File: src/rtl/seg7_pattern_reader.sv
`default_nettype none
// ============================================================================
//  Module   : seg7_pattern_reader
//  Purpose  : Samples a seven-segment pattern bus, waits for it to settle,
//             decodes it back to a hex digit and offers it on valid/ready.
//  Options  : SEG7_DP_CAPTURE_EN - include the decimal point in pattern
//             comparison and report it on digit_dp.
//  Revision : 1.0 - initial release
// ============================================================================
module seg7_pattern_reader #(
  parameter int STABLE_CYCLES = 16,
  parameter int CNT_W         = 8
) (
  input  logic             clk,
  input  logic             rst_n,
  input  logic [6:0]       seg_in,
  input  logic             dp_in,
  input  logic             digit_ready,
  input  logic             clr_overrun,
  output logic [3:0]       digit_out,
  output logic             digit_dp,
  output logic             digit_invalid,
  output logic             digit_valid,
  output logic             overrun,
  output logic [CNT_W-1:0] change_count
);

`ifdef SEG7_DP_CAPTURE_EN
  localparam int PW = 8;
  logic [PW-1:0] pad_pattern;
  assign pad_pattern = {dp_in, seg_in};
`else
  localparam int PW = 7;
  logic [PW-1:0] pad_pattern;
  logic          unused_dp;
  assign pad_pattern = seg_in;
  assign unused_dp   = dp_in;
`endif

  localparam logic [7:0] STABLE_MAX  = 8'(STABLE_CYCLES);
  localparam logic [7:0] STABLE_LAST = 8'(STABLE_CYCLES - 1);

  typedef enum logic [0:0] {
    EMPTY = 1'b0,
    FULL  = 1'b1
  } state_t;

  logic [PW-1:0] sync_q1;
  logic [PW-1:0] sync_q2;
  logic [PW-1:0] cand;
  logic [PW-1:0] last_acc;
  logic [7:0]    cnt;
  logic          accept;
  logic          capture;
  logic          overrun_set;
  logic [4:0]    decoded;
  logic          dp_q;
  state_t        state;
  state_t        state_next;

  // Returns {invalid, digit}; unknown patterns decode to digit 0.
  function automatic logic [4:0] decode(input logic [6:0] p);
    logic [4:0] r;
    r = 5'b1_0000;
    case (p)
      7'h3F: r = 5'h00;
      7'h06: r = 5'h01;
      7'h5B: r = 5'h02;
      7'h4F: r = 5'h03;
      7'h66: r = 5'h04;
      7'h6D: r = 5'h05;
      7'h7D: r = 5'h06;
      7'h07: r = 5'h07;
      7'h7F: r = 5'h08;
      7'h6F: r = 5'h09;
      7'h77: r = 5'h0A;
      7'h7C: r = 5'h0B;
      7'h39: r = 5'h0C;
      7'h5E: r = 5'h0D;
      7'h79: r = 5'h0E;
      7'h71: r = 5'h0F;
      default: r = 5'b1_0000;
    endcase
    return r;
  endfunction

  // Accept fires exactly once per settled pattern: on the cnt step into
  // saturation. A blank (all-zero) pattern only re-arms last_acc so that the
  // same digit shown again after a blank is captured again.
  assign accept      = (sync_q2 == cand) && (cnt == STABLE_LAST);
  assign capture     = accept && (cand != last_acc) && (cand != '0);
  assign overrun_set = capture && (state == FULL) && !digit_ready;
  assign decoded     = decode(cand[6:0]);
  assign digit_valid = (state == FULL);

`ifdef SEG7_DP_CAPTURE_EN
  assign digit_dp = dp_q;
`else
  assign digit_dp = 1'b0;
`endif

  // Two-flop synchronizer on the pad pattern.
  always_ff @(posedge clk or negedge rst_n) begin
    if (!rst_n) begin
      sync_q1 <= '0;
      sync_q2 <= '0;
    end else begin
      sync_q1 <= pad_pattern;
      sync_q2 <= sync_q1;
    end
  end

  // Settle tracking: restart on any change, otherwise count up to saturation.
  always_ff @(posedge clk or negedge rst_n) begin
    if (!rst_n) begin
      cand     <= '0;
      cnt      <= '0;
      last_acc <= '0;
    end else begin
      if (sync_q2 != cand) begin
        cand <= sync_q2;
        cnt  <= '0;
      end else if (cnt != STABLE_MAX) begin
        cnt <= cnt + 8'd1;
      end
      if (accept && (cand != last_acc)) begin
        last_acc <= cand;
      end
    end
  end

  // Output data, capture counter and sticky overrun flag.
  always_ff @(posedge clk or negedge rst_n) begin
    if (!rst_n) begin
      digit_out     <= '0;
      digit_invalid <= 1'b0;
      dp_q          <= 1'b0;
      change_count  <= '0;
      overrun       <= 1'b0;
    end else begin
      if (capture) begin
        digit_out     <= decoded[3:0];
        digit_invalid <= decoded[4];
        dp_q          <= cand[PW-1];
        change_count  <= change_count + 1'b1;
      end
      if (overrun_set) begin
        overrun <= 1'b1;
      end else if (clr_overrun) begin
        overrun <= 1'b0;
      end
    end
  end

  // Output-side state register.
  always_ff @(posedge clk or negedge rst_n) begin
    if (!rst_n) begin
      state <= EMPTY;
    end else begin
      state <= state_next;
    end
  end

  // Next state: a capture always fills; a handshake empties only if no
  // capture lands on the same edge.
  always_comb begin
    state_next = state;
    case (state)
      EMPTY: begin
        if (capture) state_next = FULL;
      end
      FULL: begin
        if (capture)          state_next = FULL;
        else if (digit_ready) state_next = EMPTY;
      end
      default: state_next = EMPTY;
    endcase
  end

endmodule
`default_nettype wire

File: config.mk
export PLATFORM = sky130hd
export DESIGN_NAME = seg7_pattern_reader
export DESIGN_NICKNAME = d
export VERILOG_FILES = /design/src/rtl/seg7_pattern_reader.sv
export SDC_FILE = /design/constraint.sdc
export NUM_CORES = 1
export LEC_CHECK = 0
export ABC_AREA = 1
export ABC_CLOCK_PERIOD_IN_PS = 1590
export CAP_MARGIN = 20
export CORE_UTILIZATION = 51
export CTS_CLUSTER_DIAMETER = 150
export DETAILED_ROUTE_END_ITERATION = 7
export GPL_TIMING_DRIVEN = 0
export PLACE_DENSITY = 0.76
export SETUP_SLACK_MARGIN = 0.1
export SLEW_MARGIN = 40
export SYNTH_ARGS = -nofsm -noshare
export SYNTH_HDL_FRONTEND = slang
export SYNTH_SLANG_ARGS = --single-unit
File: constraint.sdc
create_clock -name clk -period 1.59 [get_ports clk]
set_input_delay 0.318 -clock clk [delete_from_list [all_inputs] [get_ports clk]]
set_output_delay 0.318 -clock clk [all_outputs]
set_load 0.02 [all_outputs]
== Yosys cells after proc, flatten, opt, wreduce, memory -nomap -nowiden ==
Index checks and enable logic that the tools add are counted.
Cells by class
  add/sub/neg operators: 2
  equal/unequal tests: 21
  multiplexer cells: 9
  bitwise logic cells: 1
  reductions and logical operators: 9
Operators by type and width (number)
  7-bit == test (second input constant): 12
  5-bit one-hot mux with 16 select lines: 1
  8-bit by 1-bit adder with 8-bit output (second input constant): 2
  8-bit two-way mux: 2
  7-bit by 3-bit == test with 1-bit output (second input constant): 2
  7-bit by 6-bit == test with 1-bit output (second input constant): 2
  7-bit != test: 2
  8-bit by 4-bit == test with 1-bit output (second input constant): 1
  8-bit by 5-bit != test with 1-bit output (second input constant): 1
  7-bit == test: 1
  7-bit nonzero test: 1
  1-bit logical AND: 5
  1-bit two-way mux: 5
  2-bit nonzero test: 2
  1-bit one-hot mux with 2 select lines: 1
  1-bit zero test: 1
  1-bit inverter: 1
Storage, ports and cells
  bits in registers: 51
  output and inout port bits: 16

== Depth between registers and ports, before layout ==
  depth after elaboration: 7
  gate-level depth with buffers: 12

== Worst setup path after synthesis ==
OpenSTA, ideal clock, no wires.
  path type: register to register
  start: reg cnt[1]
  end: reg change_count[2]
  arrival: 1.378 ns
  setup slack: 0.095 ns
  cell stages (with the launch flop): 10
  buffers on the path: 1
  cells stage by stage: dfrtp_1 -> ha_1 -> nand2_1 -> nor2_1 -> nand2_1 -> nor3_2 -> nand3_2 -> buf_2 -> nand2_1 -> nand2_1
Between the ends
  word-level cells in the longest chain between the ends: 4
Ends and longest elaborated chain
  from (decl): RTL line 52  | logic [7:0] cnt;
  from (signal assigned): RTL line 124  | cnt <= cnt + 8'd1;
  8-bit by 4-bit == test with 1-bit output: RTL line 90  | assign accept = (sync_q2 == cand) && (cnt == STABLE_LAST);
  1-bit logical AND: RTL line 90
  1-bit logical AND (2 in series): RTL line 91  | assign capture = accept && (cand != last_acc) && (cand != '0);
  to (signal assigned): RTL line 145  | change_count <= change_count + 1'b1;
  to (decl): RTL line 25  | output logic [CNT_W-1:0] change_count
Every way passes these cells.
A chain may end at the register's enable or synchronous reset.

== Worst setup path in the final report ==
  start: reg cand[1]
  end: reg last_acc[3]
Between the ends
  word-level cells in the longest chain between the ends: 3
  elaborated cells between the ends (all ways): 4
  those cells by class: eq/ne (2); reduce/logical (2)
Ends and longest elaborated chain
  from (decl): RTL line 50  | logic [PW-1:0] cand;
  from (signal assigned): RTL line 121  | cand <= sync_q2;
  7-bit == test: RTL line 90
  1-bit logical AND: RTL line 90
  1-bit logical AND *: RTL line 126  | if (accept && (cand != last_acc)) begin
  to (signal assigned): RTL line 127  | last_acc <= cand;
  to (decl): RTL line 51  | logic [PW-1:0] last_acc;
Mark *: on every way between the ends. The rest lies on a longest branch, timed or not.

==> key figures <==
Detailed routing
  – 1st-pass router iterations: 4
  – Total number of vias: roughly 2.2k
  – Initial DRC count: 114
  – Antenna viol nets, final: 0
  – Drt wl/cell: roughly 12 um
  – WL final: ~5600 um
  – DR vias/cell: roughly 4.9
  – Remaining DRCs: 0

GRT
  – Grt total ovfl: 0
  – Busiest grt layer: met2
  – Gr usage total: 21.9%
  – GR Util met2: a little under two fifths
  – Vias in the first global route: approximately 2.0k
  – Met1 usage: between 20% and 30%
  – Pin count of the biggest net entering global routing: 31
  – First-pass GRT wire length: approximately 9000 um
  – Antenna violations before repair: 0
  – Global-route track usage on met3: about 5.1%

Outcome
  – Failing checks: negative setup slack
  – Outcome: finished, violations left

Setup path
  – Crit Path Class: flip-flop to flip-flop
  – CP Launch Type: flip-flop
  – Required time of the critical path: between 1500 and 2000 ps
  – Crit path DAT: ~1900 ps
  – Crit. End Element: flip-flop
  – R2R setup slack: -100 ps
  – RR Endpoint: last_acc[3]$_DFFE_PN0P_
  – Max Fanout on Critical Path: 5
  – R2R Path Start: cand[1]$_DFFE_PN0N_
  – Worst r2r path cells: 11

Placement
  – Port bufs: 25
  – Post-Place Worst Slack: -131 ps
  – Gpl congestion: around 0.87
  – Post-placement cell count: approximately 430
  – Final HPWL DP: between 3000 and 4000 um
  – Cell area after placement: roughly 0.0030 sq mm

Final layout
  – Leading cell type in the layout, fill and taps excluded: nand2_1
  – Layout cells sized above 1: 27.2%
  – Design Area, Final: between 0.003 and 0.004 sq mm
  – Layout Cells excl Fill: approximately 450
  – # nets final: 400
  – Layout fillers: 400
  – Most frequent cells in the layout: 80 x nand2_1, 49 x dfrtp_1, 38 x nor2_1, 27 x inv_1, 25 x nand2_2
  – Area Overhead vs Synth: 31.5%
  – ANT cells: 0
  – Area of the multi-input gates: around 0.0013 sq mm
  – Seq. cell area: around 0.0013 sq mm

Timing
  – Setup WS post-layout: -96.3 ps
  – Skew final: 11.1 ps
  – RSZ-0062 raised after global routing: true
  – Final setup viols: 20
  – Tcrit/Tclk final: 106%
  – Slew Limit Fails: 0
  – Minimum hold slack: 354 ps
  – Fin. Hold Viols: 0
  – Post-layout minimum cycle time: around 1700 ps
  – Max Clock Freq: between 500 and 600 MHz

Power and ir drop
  – Reg power frac: 57.8%
  – Overall power: ~2.3 mW
  – Peak VDD IR: 0.551 mV
  – Switch Pwr: 0.593 mW
  – Combinational Power Share: between 10% and 20%
  – Power per cell area: ~680 mW/mm^2
  – Net Sw Frac: 25.5%
  – Int Pwr: about 1.7 mW
  – Static leakage: roughly 1.8 nW
  – Clock Power Share: about a third

Worst hold path
  – Hold Path Class: flip-flop to flip-flop
  – Min-Delay Startpoint: sync_q1[4]$_DFF_PN0_
  – Hold Path End: sync_q2[4]$_DFF_PN0_
  – Hold path cells: 0

Logic synthesis
  – Flops & latches, synth: 51
  – Synth warnings: 0
  – Multiplexer area fraction after synthesis: 0%
  – Post-Synthesis Mean Instance Area: just under 8 sq um
  – Post-synthesis compound-gate area fraction: under 10%
  – Mapped Nets: approximately 350
  – Post-Syn Instances: between 300 and 400
  – Post-Synth Simple-Gate Area: between 30% and 40%
  – Register area share after synthesis: around half
  – Yosys cell types: 28
  – Mapped Area: 0.00262 sq mm
  – Adder-Cell Fraction of Synth Area: about 1.4%
  – Main combinational cell family by area after synthesis: simple AND/OR/NAND/NOR gates
  – XOR/XNOR share of the synthesized area: under 10%

Floorplanning
  – Rows: 25
  – Die Area: about 0.0054 sq mm
  – Io pins: 28
  – Effective utilization at floorplan: ~54%
  – Core ar.: 0.00482 sq mm
  – Die extent in y: 73.6 um
  – Die W: 73.6 um

Clocking
  – Clk Latency, worst-skew pair: roughly 310 ps
  – Max clock buf depth: 2
  – Total CTS buffers: 5
  – CTS tree: done
  – H-tree levels: 2
  – Sink Count: between 50 and 60
  – Clock slew at reported path FFs: around 90 ps
  – Root Buffer: clkbuf_8

Flow run
  – Max cap viols: 0
-- logic make-up after synthesis --
family                   count (synthesis)
adder cells (fa/ha/maj)                  3
other                                    1
buffers and inverters                   51
AND/OR/NAND/NOR                        201
AO/OA/AOI/OAI                           13
flip-flops                              51
XOR/XNOR                                14
-- power groups by stage --
stage	sequential (mW)	clock, mW	combinational [mW]
final	1.34	0.744	0.235
after global placement	1.37	0	0.177
after floorplan	1.36	0	0.110
after global routing	1.35	0.821	0.261
after detailed placement	1.37	0	0.186
after CTS	1.34	0.769	0.202
-- cell type report --
class,count,share of cell area [%]
inverter,35,4.04
clock inverter,2,0.364
buffer,16,3.31
sequential,51,37.2
timing repair buffer,44,12.4
tap,67,2.44
multi-input combinational,232,38.2
clock buffer,6,2.11
-- how the worst max path moves through the flow --
stage                              from                          end  slack (ps)  depth (start not counted)
floorplan           cand[6]$_DFFE_PN0N_      last_acc[3]$_DFFE_PN0P_         100                         10
global placement                  rst_n           cnt[0]$_DFFE_PN0P_       -1270                          1
detailed placement  cand[6]$_DFFE_PN0N_      last_acc[5]$_DFFE_PN0P_        -130                         11
CTS                  cnt[6]$_DFFE_PN0P_  change_count[2]$_DFFE_PN0P_           8                          8
global route        cand[2]$_DFFE_PN0N_      last_acc[3]$_DFFE_PN0P_        -200                         10
finish              cand[1]$_DFFE_PN0N_      last_acc[3]$_DFFE_PN0P_        -100                         11
-- flip-flops by register name (all words and copies together), names as in the netlist --
| register | count |
|---|---|
| cnt | 8 |
| last_acc | 7 |
| digit_invalid | 1 |
| change_count | 8 |
| digit_out | 4 |
| digit_valid | 1 |
| sync_q1 | 7 |
| sync_q2 | 7 |
| cand | 7 |
| overrun | 1 |
-- worst max-delay path: stages (launching register included) --
cell and delay [ps]:
dfrtp_1 350, buf_6 110, inv_1 70, nand2_1 60, nand2_1 70, nor2_2 130
nand2_2 90, nor3_4 290, nand2_2 140, buf_6 170, nand2_2 60, o21ai_2 50
-- routing by layer --
layer  share of wire (%)  wire length [um]
met4                 1.8               102
met3                 2.8               155
met1                  43              2410
met2                  52              2890
met5                   0                 0
-- stage by stage --
step	util, %	setup TNS, ps
finish	71.4	-1300
global route	71.4	-3570
CTS	67.4	0
detailed placement	61.7	-1770
global placement	61.3	-66310
floorplan	-	0
-- cell usage after synthesis --
master      n  area share [%]
or2_1       1            0.24
o31ai_1     1            0.29
nor2_1     43             6.2
clkbuf_1    7             1.0
nor3b_1     2            0.57
xnor2_1     7             2.3
nand3_1    28             5.4
dfrtp_1    51              49
nand3_2     3             1.1
buf_4       5             1.4
nor3_2      1            0.38
ha_1        3             1.4
buf_2       3            0.57
nor2_4      2            0.86
nand2_1   109              16
inv_1      29             4.2
nand2_2     3            0.72
nand3b_1    1            0.29
nand4_1     2            0.48
a31oi_1     1            0.24
o21ai_0     3            0.57
o21ai_2     6             2.0
nor3_1      6             1.1
inv_2       6            0.86
conb_1      1            0.14
xor2_1      7             2.3
buf_6       1            0.43
a21oi_1     2            0.38
-- repair_timing --
| action | in CTS | in global routing |
|---|---|---|
| gates resized for setup | 52 | 45 |
| hold buffers | 1 | 0 |
| buffers inserted | 10 | 4 |
| setup endpoints to repair | 38 | 28 |
| gates cloned | 2 | 1 |
| hold endpoints to repair | 21 | 0 |
| pin swaps | 11 | 20 |
Power figures use the tool's default switching activity.
